File: src/rtl/bn_pkg.sv
// bn_pkg: shared state encoding, BN factor codes and config-code validity check
package bn_pkg;
  localparam logic [1:0] S_IDLE = 2'd0;
  localparam logic [1:0] S_RUN  = 2'd1;
  localparam logic [1:0] S_DONE = 2'd2;
  localparam logic [3:0] F_1    = 4'b0100;
  localparam logic [3:0] F_0_25 = 4'b1000;
  localparam logic [3:0] F_0_5  = 4'b0001;
  localparam logic [3:0] F_0_75 = 4'b1001;
  localparam logic [3:0] F_1_5  = 4'b0101;
  localparam logic [3:0] F_2    = 4'b0010;
  localparam logic [3:0] F_2_25 = 4'b1010;
  localparam logic [3:0] F_3    = 4'b0110;
  localparam logic [3:0] F_4    = 4'b1100;
  localparam logic [3:0] F_4_5  = 4'b1101;
  localparam logic [3:0] F_6    = 4'b1110;
  localparam logic [3:0] F_8    = 4'b0011;
  function automatic logic factor_valid(input logic [3:0] f);
    return !(f == 4'b0000 || f == 4'b0111 || f == 4'b1011 || f == 4'b1111);
  endfunction
endpackage

File: src/rtl/batch_normalization.sv
// batch_normalization: saturating u + addend + factor*z using shift-add factors with floor shifts
module batch_normalization
  import bn_pkg::*;
#(
  parameter int WIDTH        = 6,
  parameter int ADDEND_WIDTH = WIDTH - 2
) (
  input  logic [WIDTH-1:0]        u,
  input  logic [WIDTH-1:0]        z,
  input  logic [3:0]              factor,
  input  logic [ADDEND_WIDTH-1:0] addend,
  output logic [WIDTH-1:0]        result
);
  localparam int SW = WIDTH + 5;
  localparam logic signed [SW-1:0] MAXV = {{(SW-WIDTH+1){1'b0}}, {(WIDTH-1){1'b1}}};
  localparam logic signed [SW-1:0] MINV = {{(SW-WIDTH+1){1'b1}}, {(WIDTH-1){1'b0}}};
  logic signed [SW-1:0] ux, zx, ax, fz, s;
  assign ux = SW'($signed(u));
  assign zx = SW'($signed(z));
  assign ax = SW'($signed(addend));
  // scaled z for the selected factor code; invalid codes never reach the regfile
  always_comb begin
    fz = '0;
    case (factor)
      F_1:     fz = zx;
      F_0_25:  fz = zx >>> 2;
      F_0_5:   fz = zx >>> 1;
      F_0_75:  fz = (zx >>> 1) + (zx >>> 2);
      F_1_5:   fz = zx + (zx >>> 1);
      F_2:     fz = zx <<< 1;
      F_2_25:  fz = (zx <<< 1) + (zx >>> 2);
      F_3:     fz = (zx <<< 1) + zx;
      F_4:     fz = zx <<< 2;
      F_4_5:   fz = (zx <<< 2) + (zx >>> 1);
      F_6:     fz = (zx <<< 2) + (zx <<< 1);
      F_8:     fz = zx <<< 3;
      default: fz = '0;
    endcase
  end
  assign s = ux + ax + fz;
  assign result = s > MAXV ? MAXV[WIDTH-1:0] : s < MINV ? MINV[WIDTH-1:0] : s[WIDTH-1:0];
endmodule

File: src/rtl/bn_scheduler.sv
// bn_scheduler: time-multiplexes one BN datapath over N_NEURONS, one neuron per cycle
module bn_scheduler
  import bn_pkg::*;
#(
  parameter int WIDTH        = 6,
  parameter int ADDEND_WIDTH = WIDTH - 2,
  parameter int N_NEURONS    = 4
) (
  input  logic                         clk,
  input  logic                         reset,
  input  logic                         cfg_we,
  input  logic [$clog2(N_NEURONS)-1:0] cfg_addr,
  input  logic [3:0]                   cfg_factor,
  input  logic [ADDEND_WIDTH-1:0]      cfg_addend,
  output logic                         cfg_err,
  input  logic                         in_valid,
  output logic                         in_ready,
  input  logic [N_NEURONS*WIDTH-1:0]   u_vec,
  input  logic [N_NEURONS*WIDTH-1:0]   z_vec,
  output logic                         out_valid,
  input  logic                         out_ready,
  output logic [N_NEURONS*WIDTH-1:0]   u_out_vec
);
  localparam int AW = $clog2(N_NEURONS);
  localparam logic [AW:0]   NN   = (AW+1)'(N_NEURONS);
  localparam logic [AW-1:0] LAST = AW'(N_NEURONS - 1);
  logic [1:0]                 state;
  logic [AW-1:0]              idx;
  logic [N_NEURONS*WIDTH-1:0] u_reg, z_reg, res_vec, res_next;
  logic [3:0]                 fac [N_NEURONS];
  logic [3:0]                 f_snap [N_NEURONS];
  logic [ADDEND_WIDTH-1:0]    add [N_NEURONS];
  logic [ADDEND_WIDTH-1:0]    a_snap [N_NEURONS];
  logic [WIDTH-1:0]           bn_out;
  logic                       cfg_ok;
  assign in_ready  = state == S_IDLE;
  assign out_valid = state == S_DONE;
  assign cfg_ok = state == S_IDLE && {1'b0, cfg_addr} < NN && factor_valid(cfg_factor)
                  && !(cfg_factor == F_8 && cfg_addend != '0);
  batch_normalization #(.WIDTH(WIDTH), .ADDEND_WIDTH(ADDEND_WIDTH)) u_bn (
    .u(u_reg[idx*WIDTH +: WIDTH]),
    .z(z_reg[idx*WIDTH +: WIDTH]),
    .factor(f_snap[idx]),
    .addend(a_snap[idx]),
    .result(bn_out)
  );
  // staging vector with the current neuron's result merged in
  always_comb begin
    res_next = res_vec;
    res_next[idx*WIDTH +: WIDTH] = bn_out;
  end
  // config regfile; writes only land in IDLE with a legal code/address
  always_ff @(posedge clk or posedge reset) begin
    if (reset) begin
      for (int i = 0; i < N_NEURONS; i++) begin
        fac[i] <= F_1;
        add[i] <= '0;
      end
      cfg_err <= 1'b0;
    end else begin
      if (cfg_we && cfg_ok) begin
        fac[cfg_addr] <= cfg_factor;
        add[cfg_addr] <= cfg_addend;
      end
      cfg_err <= cfg_we && !cfg_ok;
    end
  end
  // batch FSM: snapshot operands and parameters, sweep neurons, publish on completion
  always_ff @(posedge clk or posedge reset) begin
    if (reset) begin
      state     <= S_IDLE;
      idx       <= '0;
      u_reg     <= '0;
      z_reg     <= '0;
      res_vec   <= '0;
      u_out_vec <= '0;
      for (int i = 0; i < N_NEURONS; i++) begin
        f_snap[i] <= F_1;
        a_snap[i] <= '0;
      end
    end else begin
      case (state)
        S_IDLE: if (in_valid) begin
          state  <= S_RUN;
          idx    <= '0;
          u_reg  <= u_vec;
          z_reg  <= z_vec;
          f_snap <= fac;
          a_snap <= add;
        end
        S_RUN: begin
          res_vec <= res_next;
          idx     <= idx == LAST ? '0 : idx + 1'b1;
          if (idx == LAST) begin
            state     <= S_DONE;
            u_out_vec <= res_next;
          end
        end
        S_DONE: if (out_ready) state <= S_IDLE;
        default: state <= S_IDLE;
      endcase
    end
  end
endmodule
File: config.mk
export PLATFORM = sky130hd
export DESIGN_NAME = bn_scheduler
export DESIGN_NICKNAME = d
export VERILOG_FILES = /design/src/rtl/bn_pkg.sv /design/src/rtl/batch_normalization.sv /design/src/rtl/bn_scheduler.sv
export SDC_FILE = /design/constraint.sdc
export NUM_CORES = 1
export LEC_CHECK = 0
export BUFFER_PORTS_ARGS = -buffer_cell sky130_fd_sc_hd__buf_2
export CAP_MARGIN = 25
export CELL_PAD_IN_SITES_DETAIL_PLACEMENT = 1
export CELL_PAD_IN_SITES_GLOBAL_PLACEMENT = 1
export CORE_ASPECT_RATIO = 1.25
export CORE_MARGIN = 4
export CORE_UTILIZATION = 46
export DETAILED_ROUTE_END_ITERATION = 8
export PLACE_DENSITY = 0.86
export SLEW_MARGIN = 20
export SYNTH_ARGS = -nofsm -noshare
export SYNTH_HDL_FRONTEND = slang
export SYNTH_HIERARCHICAL = 1
export SYNTH_SLANG_ARGS = --single-unit
File: constraint.sdc
create_clock -name clk -period 9.1 [get_ports clk]
set_clock_uncertainty 0.05 [all_clocks]
set_input_delay 0.91 -clock clk [delete_from_list [all_inputs] [get_ports clk]]
set_output_delay 0.91 -clock clk [all_outputs]
set_load 0.1 [all_outputs]
Yosys cells after proc, flatten, opt, wreduce, memory -nomap -nowiden

Cells that the tools add are included.

Register bits: 165
Input bits: 63
Output and inout bits: 27

$add $sub $neg: 10
$mul: 1
Magnitude comparators: 5
Eq/ne operators: 22
Shifts and indexed selects: 4
Mux-type cells: 21
Bitwise gates (word level): 2
Reductions and logical operators: 20

Operators by type and width:

| kind                                                            | number |
|---|---|
| case mux 11 bit (12 select lines)                               | 1 |
| variable part select 24 x 6 -> 6 bit                            | 2 |
| negation 5 -> 34 bit                                            | 1 |
| variable shift 6 x 34 -> 24 bit (first input constant)          | 1 |
| variable part select 6 x 34 -> 24 bit                           | 1 |
| bitwise mux 16 bit                                              | 2 |
| equality test 4 bit (second input constant)                     | 8 |
| bitwise mux 24 bit                                              | 1 |
| two-way mux 4 bit                                               | 5 |
| binary-select mux 4 bit (select 2 bit)                          | 2 |
| equality test 4 x 3 -> 1 bit (second input constant)            | 4 |
| equality test 4 x 2 -> 1 bit (second input constant)            | 3 |
| two-way mux 6 bit                                               | 2 |
| adder 11 bit                                                    | 1 |
| greater-than comparator 11 x 6 -> 1 bit (second input constant) | 1 |
| less-than comparator 11 x 6 -> 1 bit (second input constant)    | 1 |
| two-way mux 2 bit                                               | 5 |
| adder 8 x 5 -> 9 bit                                            | 1 |
| adder 8 x 7 -> 9 bit                                            | 1 |
| adder 7 x 4 -> 8 bit                                            | 1 |
| adder 7 x 6 -> 8 bit                                            | 1 |
| demux 4 bit (select 2 bit)                                      | 1 |
| adder 6 x 4 -> 7 bit                                            | 1 |
| adder 6 x 5 -> 7 bit                                            | 1 |
| other kinds (22)                                                | 37 |

Logic depth before layout (Yosys ltp)

Gate-level depths: netlist of run 1.

Word-level depth: 12
Gate-level depth with buffers: 25
Mapped depth without buffers: 23

By module

The synthesis of run 1 kept the hierarchy.

By module, submodules not included:

| module              | instances | cells an instance | area each (sq um) |
|---|---|---|---|
| bn_scheduler        | 1         | 710               | 7315.8 |
| batch_normalization | 1         | 239               | 1821.7 |

Worst setup path after synthesis of run 1

No wires, ideal clock.

Path type: flip-flop to flip-flop
Start: register idx[0]
End: register res_vec[18]
Library setup time: 82 ps
Arrival: 6212 ps
Required time: 8968 ps
Slack: 2756 ps
Stages on the path, launching flop included: 24
Period minus slack after synthesis: 6344 ps
Cells stage by stage: dfrtp_1 -> clkbuf_1 -> buf_2 -> mux4_2 -> ha_1 -> fa_1 -> a21o_1 -> a21oi_1 -> xor2_1 -> o22ai_1 -> a211o_1 -> a31o_1 -> fa_1 -> ha_1 -> nor2_1 -> a21oi_4 -> a21boi_2 -> o311a_4 -> o31ai_4 -> o21a_1 -> or3b_2 -> a21oi_1 -> a21oi_1 -> a31oi_1

Longest elaborated chain between the ends: 12
Elaborated cells on any way between the ends: 39
Classes of those cells: 9 x add/sub; 1 x mul; 2 x order compare; 12 x eq/ne; 4 x shift; 10 x mux; 1 x bitwise

Ends and longest elaborated chain:

| item                                                         | RTL line                  | text |
|---|---|---|
| start: declaration                                           | bn_scheduler.sv:28        | `logic [AW-1:0] idx;` |
| start signal: assignment                                     | bn_scheduler.sv:93        | `idx <= idx == LAST ? '0 : idx + 1'b1;` |
| branches (longest 6 deep; another with adder 8 x 5 -> 9 bit) | --                        |  |
| adder 11 bit *                                               | batch_normalization.sv:40 | `assign s = ux + ax + fz;` |
| less-than comparator 11 x 6 -> 1 bit                         | batch_normalization.sv:41 | `assign result = s > MAXV ? MAXV[WIDTH-1:0] : s < MINV ? MINV[WIDTH-1:0] : s[WIDTH-1:0];` |
| two-way mux 6 bit                                            | batch_normalization.sv:41 |  |
| two-way mux 6 bit *                                          | batch_normalization.sv:41 |  |
| net bn_out[2]                                                | bn_scheduler.sv:34        | `logic [WIDTH-1:0] bn_out;` |
| variable part select 6 x 34 -> 24 bit *                      | bn_scheduler.sv:50        | `res_next[idx*WIDTH +: WIDTH] = bn_out;` |
| bitwise mux 24 bit *                                         | bn_scheduler.sv:50        |  |
| end signal: assignment                                       | bn_scheduler.sv:92        | `res_vec <= res_next;` |
| end: declaration                                             | bn_scheduler.sv:29        | `logic [N_NEURONS*WIDTH-1:0] u_reg, z_reg, res_vec, res_next;` |

Mark *: on every way through the listed nets, which the timed path passes. The select of a mux whose other input is x is not followed.
A chain may end at the register's enable or synchronous reset.

Worst setup path in the final report of run 1

Start: register idx[0]
End: register u_out_vec[6]

Longest elaborated chain between the ends: 12
Elaborated cells on any way between the ends: 41
Classes of those cells: 9 x add/sub; 1 x mul; 2 x order compare; 13 x eq/ne; 4 x shift; 10 x mux; 1 x bitwise; 1 x reduce/logical

Ends and longest elaborated chain:

| item                                                         | RTL line                  | text |
|---|---|---|
| branches (longest 6 deep; another with adder 8 x 5 -> 9 bit) | --                        |  |
| adder 11 bit *                                               | batch_normalization.sv:40 |  |
| less-than comparator 11 x 6 -> 1 bit                         | batch_normalization.sv:41 |  |
| two-way mux 6 bit                                            | batch_normalization.sv:41 |  |
| two-way mux 6 bit *                                          | batch_normalization.sv:41 |  |
| net bn_out[2]                                                | bn_scheduler.sv:34        |  |
| variable part select 6 x 34 -> 24 bit *                      | bn_scheduler.sv:50        |  |
| bitwise mux 24 bit *                                         | bn_scheduler.sv:50        |  |
| end signal: assignment                                       | bn_scheduler.sv:96        | `u_out_vec <= res_next;` |
| end: declaration                                             | bn_scheduler.sv:22        | `output logic [N_NEURONS*WIDTH-1:0] u_out_vec` |

Marked as above.

==> results.sh, run 1 <==
export IMPL_ff2ff_setup_slack_ns=2.02
export IMPL_die_h_um=166
export IMPL_fmax_mhz=141
export IMPL_drive_above_1_share=0.208
export IMPL_drtIter0Drc=467
export IMPL_hp_start="fac[6]$_DFFE_PP1P_"
export IMPL_synth_edf_count=0
export IMPL_vias_per_cell=5.74
export IMPL_synth_seq_area_share=0.453
export IMPL_cts_root_buffer_cell="clkbuf_16"
export IMPL_cts_tree="yes"
export IMPL_worstPathMaxFanout=45
export IMPL_ys_warn_count=6
export IMPL_grt_setup_unrepaired="false"
export IMPL_diodes=0
export IMPL_ys_ff_latch=165
export IMPL_port_buffers=89
export IMPL_final_max_slew_violation_count=0
export IMPL_drtPass1Iterations=5
export IMPL_gr_usage_all_layers=0.241
export IMPL_start_util=0.469
export IMPL_netlist_area_mm2=0.00914
export IMPL_cts_sinks=165
export IMPL_antenna_found_initial=0
export IMPL_routabilityCongestion=0.927
export IMPL_routed_wl_um=25800
export IMPL_worst_pin_slew_ns=0.980
export IMPL_tns_ns=0
export IMPL_wl_per_cell_um=20.0
export IMPL_die_area_mm2=0.0222
export IMPL_synth_top_flop_cell="dfrtp_1"
export IMPL_ios=90
export IMPL_clk_path_buf_depth=2
export IMPL_clk_latency_ns=0.43
export IMPL_layoutNonFillerInstCount=1289
export IMPL_post_cts_setup_buffer_count=0
export IMPL_gr_total_overflow=0
export IMPL_hold_violations=0
export IMPL_critPathCaptureType="flip-flop"
export IMPL_crit_path_start_kind="flip-flop"
export IMPL_synth_area_per_cell_um2=9.63
export IMPL_final_common_cell="nand2_1"
export IMPL_setup_viol=0
export IMPL_cp_required_ns=9.41
export IMPL_vias=7402
export IMPL_ys_types=76
export IMPL_r2r_start="idx[0]$_DFFE_PP0P_"
export IMPL_clk_pin_slew_ns=0.07
export IMPL_path_cells="buf_4, mux4_2, nor2b_1, a21oi_1, a21oi_1, a21oi_1, a2bb2oi_1, fa_1, fa_1, nand2b_2, a21oi_4, a21boi_2, o311a_4, o31ai_4, o21a_1, a21oi_1, a211oi_1, a21oi_1, a21oi_1"
export IMPL_grt_pass1_vias=8119
export IMPL_fin_nets=1111
export IMPL_path_delay_family="compound AO/OA/AOI/OAI gates"
export IMPL_grt_pass1_wl_um=42500
export IMPL_die_w_um=134
export IMPL_crit_slowest_cell="mux4_2"
export IMPL_layout_common_cells="nand2_1, dfrtp_1, buf_2"
export IMPL_drc=0
export IMPL_reg2regPathDepth=19
export IMPL_cpPeakStageDelay_ns=0.92
export IMPL_async_flop_share=1.00
export IMPL_critPathBufInv=1
export IMPL_post_place_cells=1257
export IMPL_antenna_left=0
export IMPL_worstPathArrival_ns=7.39
export IMPL_synth_cells=949
export IMPL_final_min_clock_period_ns=7.08
export IMPL_holdPathStages=2
export IMPL_critical_path_class="flip-flop to flip-flop"
export IMPL_syn2layout_area_growth_pct=13.4
export IMPL_hold_end="f_snap[6]$_DFFE_PP1P_"
export IMPL_synth_nets=1049
export IMPL_postCtsHoldBufs=0
export IMPL_worst_path_stages=19
export IMPL_fill_cells=2228
export IMPL_timing_max_cap_violations=0
export IMPL_outcome="complete, no violations"
export IMPL_max_slew_margin=0.342
export IMPL_grt_max_degree=95
export IMPL_min_path_type="flip-flop to flip-flop"
export IMPL_htree_levels=4
export IMPL_num_rows=57
export IMPL_fin_crit_sh=0.778
export IMPL_cts_buffers=17
export IMPL_coreArea_mm2=0.0195
export IMPL_r2r_end="u_out_vec[6]$_DFFE_PP0P_"
export IMPL_dp_hpwl_um=17700
export IMPL_cts_resized=0
export IMPL_path_common_cell="a21oi_1"
==> Yosys cell counts (5+ instances only) <==
master	n	share of area
nand3_1	13	0.0071
o31ai_1	7	0.0058
fa_1	13	0.028
dfstp_2	8	0.023
mux2i_1	12	0.013
buf_2	10	0.0055
mux4_2	21	0.052
nor2_1	43	0.018
ha_1	24	0.033
nand2_1	278	0.11
nand2b_1	5	0.0034
clkbuf_1	38	0.016
xnor2_1	10	0.0096
nor2b_1	34	0.023
a22o_1	12	0.012
mux2_2	33	0.041
a21oi_1	64	0.035
o21ai_0	13	0.0071
a21o_1	6	0.0049
a31oi_1	12	0.0082
nand3b_1	5	0.0041
dfrtp_1	157	0.43
inv_1	26	0.011
nor3_1	5	0.0027
xor2_1	6	0.0058
o21a_1	8	0.0066
==> per-stage QoR <==
step | utilization | hold slack, ns | setup WS, ns | cell area [um^2]
finish | 0.532 | 0.417 | 2.02 | 10400
global route | 0.532 | 0.437 | 1.53 | 10400
CTS | 0.532 | 0.416 | 2.01 | 10400
detailed placement | 0.501 | 0.405 | 2.06 | 9760
global placement | 0.501 | 0.390 | 2.40 | 9760
floorplan | - | 0.382 | 2.76 | 9140
==> final cells by class <==
cell class                      count  area, um^2  share of cell area
Inverter                           26         103             0.00990
Clock buffer                       20         457              0.0441
Sequential cell                   165        4140               0.400
Timing Repair Buffer               96         498              0.0481
Tap cell                          265         332              0.0320
Clock inverter                     12         140              0.0135
Multi-Input combinational cell    705        4690               0.453
==> worst register-to-register path, stage by stage (launching register included) <==
cell and delay, ns:
dfrtp_2 0.45, buf_4 0.53, mux4_2 0.97, nor2b_1 0.66, a21oi_1 0.19, a21oi_1 0.19, a21oi_1 0.09, a2bb2oi_1 0.19
fa_1 0.53, fa_1 0.48, nand2b_2 0.22, a21oi_4 0.18, a21boi_2 0.08, o311a_4 0.38, o31ai_4 0.32, o21a_1 0.31
a21oi_1 0.12, a211oi_1 0.75, a21oi_1 0.15, a21oi_1 0.17
==> cell families after synthesis <==
logic type | Yosys count | synth area share
xor+xnor | 16 | 0.0153
simple gates | 413 | 0.198
buf+inv | 79 | 0.0342
compound gates | 173 | 0.133
flops | 165 | 0.453
fa+ha+maj | 37 | 0.0613
mux | 66 | 0.106
==> routing by layer <==
metal  GRT usage  up-vias  routed length, um  share of wire
li1            -     3382                  -              -
met1       0.294     3762              10600           0.41
met2       0.430      198              13500           0.52
met3      0.0406       60                984          0.038
met4      0.0917        0                709          0.028
met5           0        -                  0              0
==> how the worst max path moves through the flow <==
stage	startpoint	endpoint	slack (ns)
2_1_floorplan	idx[0]$_DFFE_PP0P_	res_vec[18]$_DFFE_PP0P_	2.76
3_3_place_gp	idx[0]$_DFFE_PP0P_	u_out_vec[6]$_DFFE_PP0P_	2.40
3_5_place_dp	idx[0]$_DFFE_PP0P_	u_out_vec[6]$_DFFE_PP0P_	2.06
4_1_cts	idx[0]$_DFFE_PP0P_	u_out_vec[6]$_DFFE_PP0P_	2.01
5_1_grt	idx[0]$_DFFE_PP0P_	u_out_vec[6]$_DFFE_PP0P_	1.53
6_report	idx[0]$_DFFE_PP0P_	u_out_vec[6]$_DFFE_PP0P_	2.02
Power of run 1 is left out: the tool's default activity adds up to more than one toggle a clock period on the data nets, which glitch-free logic cannot reach.
==> inputs of run 2 (changes only) <==
==> constraint.sdc (replaced) <==
create_clock -name clk -period 6.9 [get_ports clk]
set_clock_uncertainty 0.05 [all_clocks]
set_input_delay 0.69 -clock clk [delete_from_list [all_inputs] [get_ports clk]]
set_output_delay 0.69 -clock clk [all_outputs]
set_load 0.1 [all_outputs]
==> results.sh, run 2 (same netlist as run 1, synthesis figures left out) <==
export IMPL_outcome="complete, no violations"
export IMPL_worst_pin_slew_ns=0.968
export IMPL_r2r_end="u_out_vec[10]$_DFFE_PP0P_"
export IMPL_drtPass1Iterations=5
export IMPL_crit_path_start_kind="flip-flop"
export IMPL_r2r_start="idx[0]$_DFFE_PP0P_"
export IMPL_wl_per_cell_um=19.7
export IMPL_timing_max_cap_violations=0
export IMPL_setup_viol=0
export IMPL_seq_area_mm2=0.00414
export IMPL_port_buffers=89
export IMPL_antenna_found_initial=0
export IMPL_routabilityCongestion=0.947
export IMPL_cts_sinks=165
export IMPL_diodes=0
export IMPL_fin_nets=1119
export IMPL_cts_buffers=17
export IMPL_multi_input_area_mm2=0.00470
export IMPL_syn2layout_area_growth_pct=14.1
export IMPL_layoutNonFillerInstCount=1297
export IMPL_fin_crit_sh=0.945
export IMPL_ff2ff_setup_slack_ns=0.38
export IMPL_die_h_um=166
export IMPL_cp_required_ns=7.21
export IMPL_drc=0
export IMPL_ios=90
export IMPL_gr_total_overflow=0
export IMPL_worstPathMaxFanout=11
export IMPL_cts_tree="yes"
export IMPL_vias=7346
export IMPL_reg2regPathDepth=21
export IMPL_hold_violations=0
export IMPL_min_path_type="input pin to asynchronous set/reset pin"
export IMPL_clk_latency_ns=0.43
export IMPL_layout_common_cells="nand2_1, dfrtp_1, buf_2"
export IMPL_routed_wl_um=25600
export IMPL_coreArea_mm2=0.0195
export IMPL_grt_pass1_vias=7919
export IMPL_grt_pass1_wl_um=41500
export IMPL_clk_path_buf_depth=2
export IMPL_post_place_cells=1262
export IMPL_htree_levels=4
export IMPL_start_util=0.469
export IMPL_antenna_left=0
export IMPL_critPathCaptureType="flip-flop"
export IMPL_clk_pin_slew_ns=0.07
export IMPL_grt_max_degree=86
export IMPL_cts_root_buffer_cell="clkbuf_16"
export IMPL_fill_cells=2215
export IMPL_final_common_cell="nand2_1"
export IMPL_die_w_um=134
export IMPL_critical_path_class="flip-flop to flip-flop"
export IMPL_max_slew_margin=0.353
export IMPL_final_max_slew_violation_count=0
export IMPL_gr_usage_all_layers=0.236
export IMPL_drtIter0Drc=561
export IMPL_vias_per_cell=5.66
export IMPL_num_rows=57
export IMPL_die_area_mm2=0.0222
export IMPL_critical_path_startpoint="idx[0]$_DFFE_PP0P_"
export IMPL_drive_above_1_share=0.216
export IMPL_final_min_clock_period_ns=6.52
export IMPL_fmax_mhz=153
export IMPL_dp_hpwl_um=17300
export IMPL_worstPathArrival_ns=6.83
[run 2: cell types whose count changed in the layout (fill, tap and decap cells not counted), moves of 2 or more]
cell / delta
bufinv_16: -2
clkinv_2: -2
clkinv_4: +2
clkbuf_8: +2
buf_4: +6
[run 2: per-layer routing]
metal,GRT usage,vias to the layer above,wire length (um)
li1,-,3405,-
met1,0.287,3714,10400
met2,0.428,184,13600
met3,0.0352,43,930
met4,0.0815,0,601
met5,0,-,0
[run 2: per-stage QoR]
stage / hold WS, ns / TNS (ns) / worst slack (ns) / util / instance area, um^2
after global placement: 0.388 / 0 / 0.488 / 0.503 / 9800
after global routing: 0.390 / -0.00548 / -0.00548 / 0.536 / 10400
final: 0.341 / 0 / 0.380 / 0.536 / 10400
after floorplan: 0.382 / 0 / 0.556 / - / 9140
after CTS: 0.378 / 0 / 0.249 / 0.533 / 10400
after detailed placement: 0.399 / 0 / 0.308 / 0.503 / 9800
[run 2: layout make-up]
cell class                 instances  area share
multi-input combinational        705       0.451
sequential                       165       0.397
timing repair buffer             104      0.0558
clock buffer                      22      0.0464
tap                              265      0.0318
inverter                          26     0.00984
clock inverter                    10     0.00840
[run 2: how the worst max path moves through the flow]
stage / end / slack [ns]
global placement: res_vec[19]$_DFFE_PP0P_ / 0.49
detailed placement: u_out_vec[19]$_DFFE_PP0P_ / 0.31
floorplan: res_vec[18]$_DFFE_PP0P_ / 0.56
global route: u_out_vec[19]$_DFFE_PP0P_ / -0.005
CTS: u_out_vec[19]$_DFFE_PP0P_ / 0.25
finish: u_out_vec[10]$_DFFE_PP0P_ / 0.38
[run 2: critical path: stages, from the launching register on]
cell and delay [ns]:
dfrtp_4 0.57, mux4_2 0.66, ha_1 0.27, fa_1 0.43, a21o_1 0.22, a21oi_1 0.17
xor2_1 0.30, o22ai_1 0.13, a211o_1 0.30, a31o_1 0.20, fa_1 0.44, ha_1 0.34
o211ai_1 0.13, o21ai_1 0.23, xor2_1 0.21, nand3_1 0.15, o31ai_4 0.31, o21a_1 0.30
or3b_2 0.46, a21oi_1 0.24, a21oi_1 0.11, a21oi_1 0.19
[run 2: timing repair]
item                       4_1_cts  5_1_grt
hold buffers                     0        0
setup endpoints to repair        0        6
setup buffers                    0        2
resized for setup                0        3
Power of run 2 is left out for the same reason.
==> inputs of run 3 (changes only) <==
--- a/config.mk
+++ b/config.mk
@@ -5,6 +5,7 @@
 export SDC_FILE = /design/constraint.sdc
 export NUM_CORES = 1
 export LEC_CHECK = 0
+export ABC_AREA = 1
 export BUFFER_PORTS_ARGS = -buffer_cell sky130_fd_sc_hd__buf_2
 export CAP_MARGIN = 25
 export CELL_PAD_IN_SITES_DETAIL_PLACEMENT = 1
@@ -14,6 +15,7 @@
 export CORE_UTILIZATION = 46
 export DETAILED_ROUTE_END_ITERATION = 8
 export PLACE_DENSITY = 0.86
+export RECOVER_POWER = 100
 export SLEW_MARGIN = 20
 export SYNTH_ARGS = -nofsm -noshare
 export SYNTH_HDL_FRONTEND = slang
==> results.sh, run 3 <==
export IMPL_outcome="finished with violations"
export IMPL_violations="max-capacitance violations, max-slew violations"
export IMPL_yosysTopAreaCell="dfrtp_1"
export IMPL_ys_ff_latch=165
export IMPL_cts_buffers=17
export IMPL_synthTopCellsByCount="nand2_1, dfrtp_1, nor2_1"
export IMPL_netlist_area_mm2=0.00961
export IMPL_critical_path_class="flip-flop to flip-flop"
export IMPL_gr_total_overflow=0
export IMPL_coreArea_mm2=0.0203
export IMPL_tns_ns=0
export IMPL_synth_cells=1076
export IMPL_path_common_cell="nand2_1"
export IMPL_cp_required_ns=7.23
export IMPL_cpPeakStageDelay_ns=0.57
export IMPL_ys_types=52
export IMPL_cts_root_buffer_cell="clkbuf_16"
export IMPL_clk_path_buf_depth=2
export IMPL_gr_usage_all_layers=0.254
export IMPL_crit_path_start_kind="flip-flop"
export IMPL_crit_slowest_cell="dfrtp_1"
export IMPL_final_common_cell="nand2_1"
export IMPL_worst_pin_slew_ns=4.04
export IMPL_async_flop_share=1.00
export IMPL_cts_sinks=165
export IMPL_start_util=0.473
export IMPL_final_min_clock_period_ns=6.39
export IMPL_synth_area_per_cell_um2=8.93
export IMPL_ys_warn_count=6
export IMPL_antenna_left=0
export IMPL_fill_cells=2469
export IMPL_layoutNonFillerInstCount=1441
export IMPL_die_w_um=137
export IMPL_ios=90
export IMPL_post_place_cells=1408
export IMPL_layout_common_cells="nand2_1, dfrtp_1, nor2_1"
export IMPL_fmax_mhz=156
export IMPL_grt_setup_unrepaired="false"
export IMPL_syn2layout_area_growth_pct=8.54
export IMPL_grt_pass1_vias=8708
export IMPL_synth_nets=1176
export IMPL_die_h_um=170
export IMPL_synth_seq_area_share=0.431
export IMPL_final_max_slew_violation_count=254
export IMPL_critPathCaptureType="flip-flop"
export IMPL_timing_max_cap_violations=4
export IMPL_die_area_mm2=0.0233
export IMPL_synth_top_flop_cell="dfrtp_1"
export IMPL_clk_pin_slew_ns=0.07
export IMPL_routabilityCongestion=0.942
export IMPL_drive_above_1_share=0.133
export IMPL_min_path_type="input pin to flip-flop"
export IMPL_routed_wl_um=27800
export IMPL_drtPass1Iterations=5
export IMPL_num_rows=58
export IMPL_dp_hpwl_um=19700
export IMPL_worstPathMaxFanout=38
export IMPL_cts_tree="yes"
export IMPL_setup_viol=0
export IMPL_wl_per_cell_um=19.3
export IMPL_drc=0
export IMPL_antenna_found_initial=1
export IMPL_synthTopCellsByArea="dfrtp_1, nand2_1, mux2_4, nor2_1, inv_1"
export IMPL_synth_most_common_cell="nand2_1"
export IMPL_htree_levels=4
export IMPL_grt_max_degree=94
export IMPL_synth_top_cell_area_share=0.409
export IMPL_vias_per_cell=5.52
export IMPL_hold_violations=0
export IMPL_drtIter0Drc=413
export IMPL_clk_latency_ns=0.43
export IMPL_multi_input_area_mm2=0.00450
export IMPL_vias=7949
export IMPL_port_buffers=89
export IMPL_fin_nets=1257
export IMPL_worstPathArrival_ns=6.72
export IMPL_grt_pass1_wl_um=46700
export IMPL_fin_crit_sh=0.927
export IMPL_max_slew_margin=-1.71
export IMPL_synth_edf_count=0
export IMPL_seq_area_mm2=0.00414
==> run 3: cell families (layout without fill, tap and decap cells) <==
kind of cell / count (synthesis) / after routing / share of synthesized area
xor+xnor: 8 / 8 / 0.00729
other cells: 0 / 1 / 0
simple gates: 489 / 489 / 0.215
flops: 165 / 165 / 0.431
compound gates: 160 / 160 / 0.0991
mux: 80 / 80 / 0.120
fa+ha+maj: 37 / 37 / 0.0583
buf+inv: 137 / 231 / 0.0695
==> run 3: stage by stage <==
stage,cell area (um^2),worst slack (ns),util,hold slack [ns]
after detailed placement,10200,0.600,0.502,0.412
after CTS,10800,0.434,0.531,0.374
after global routing,10400,0.0522,0.513,0.380
after global placement,10200,0.721,0.502,0.407
after floorplan,9610,1.54,-,0.392
final,10400,0.505,0.513,0.380
==> run 3: final timing paths <==
check	start	end	slack (ns)	cells past startpoint
max	idx[0]$_DFFE_PP0P_	res_vec[4]$_DFFE_PP0P_	0.51	32
min	out_ready	state[1]$_DFFE_PP0P_	0.38	2
max reg2reg	idx[0]$_DFFE_PP0P_	res_vec[4]$_DFFE_PP0P_	0.51	32
min reg2reg	u_out_vec[19]$_DFFE_PP0P_	u_out_vec[19]$_DFFE_PP0P_	0.43	2
max in group asynchronous	reset	idx[1]$_DFFE_PP0P_	2.34	3
min in group asynchronous	reset	u_out_vec[2]$_DFFE_PP0P_	1.42	2
==> run 3: routing by layer <==
metal | global-route usage | share of wire
met4 | 0.0898 | 0.029
met3 | 0.0311 | 0.032
met2 | 0.432 | 0.51
met5 | 0 | 0
met1 | 0.332 | 0.43
==> run 3: worst max-delay path: cells and delay by family, from the launching register on <==
kind,cells,cell delay (ns)
buffers and inverters,7,1.16
AND/OR/NAND/NOR,16,1.85
adder cells (fa/ha/maj),5,1.76
AO/OA/AOI/OAI,4,0.93
flip-flops,1,0.57
==> run 3: what timing repair did <==
action | 4_1_cts | 5_1_grt
gates resized for setup | 0 | 1
setup endpoints to repair | 0 | 13
hold buffers | 0 | 0
setup buffers | 0 | 0
==> run 3: area by class of cell <==
class                   instances  share of cell area
repair buffers                101              0.0475
multi-input cells             774               0.431
inverters                      98              0.0356
flip-flops and latches        165               0.397
diodes                          1            0.000240
clock inverters                10              0.0118
well taps                     270              0.0324
clock buffers                  22              0.0445
Power of run 3 is left out for the same reason.
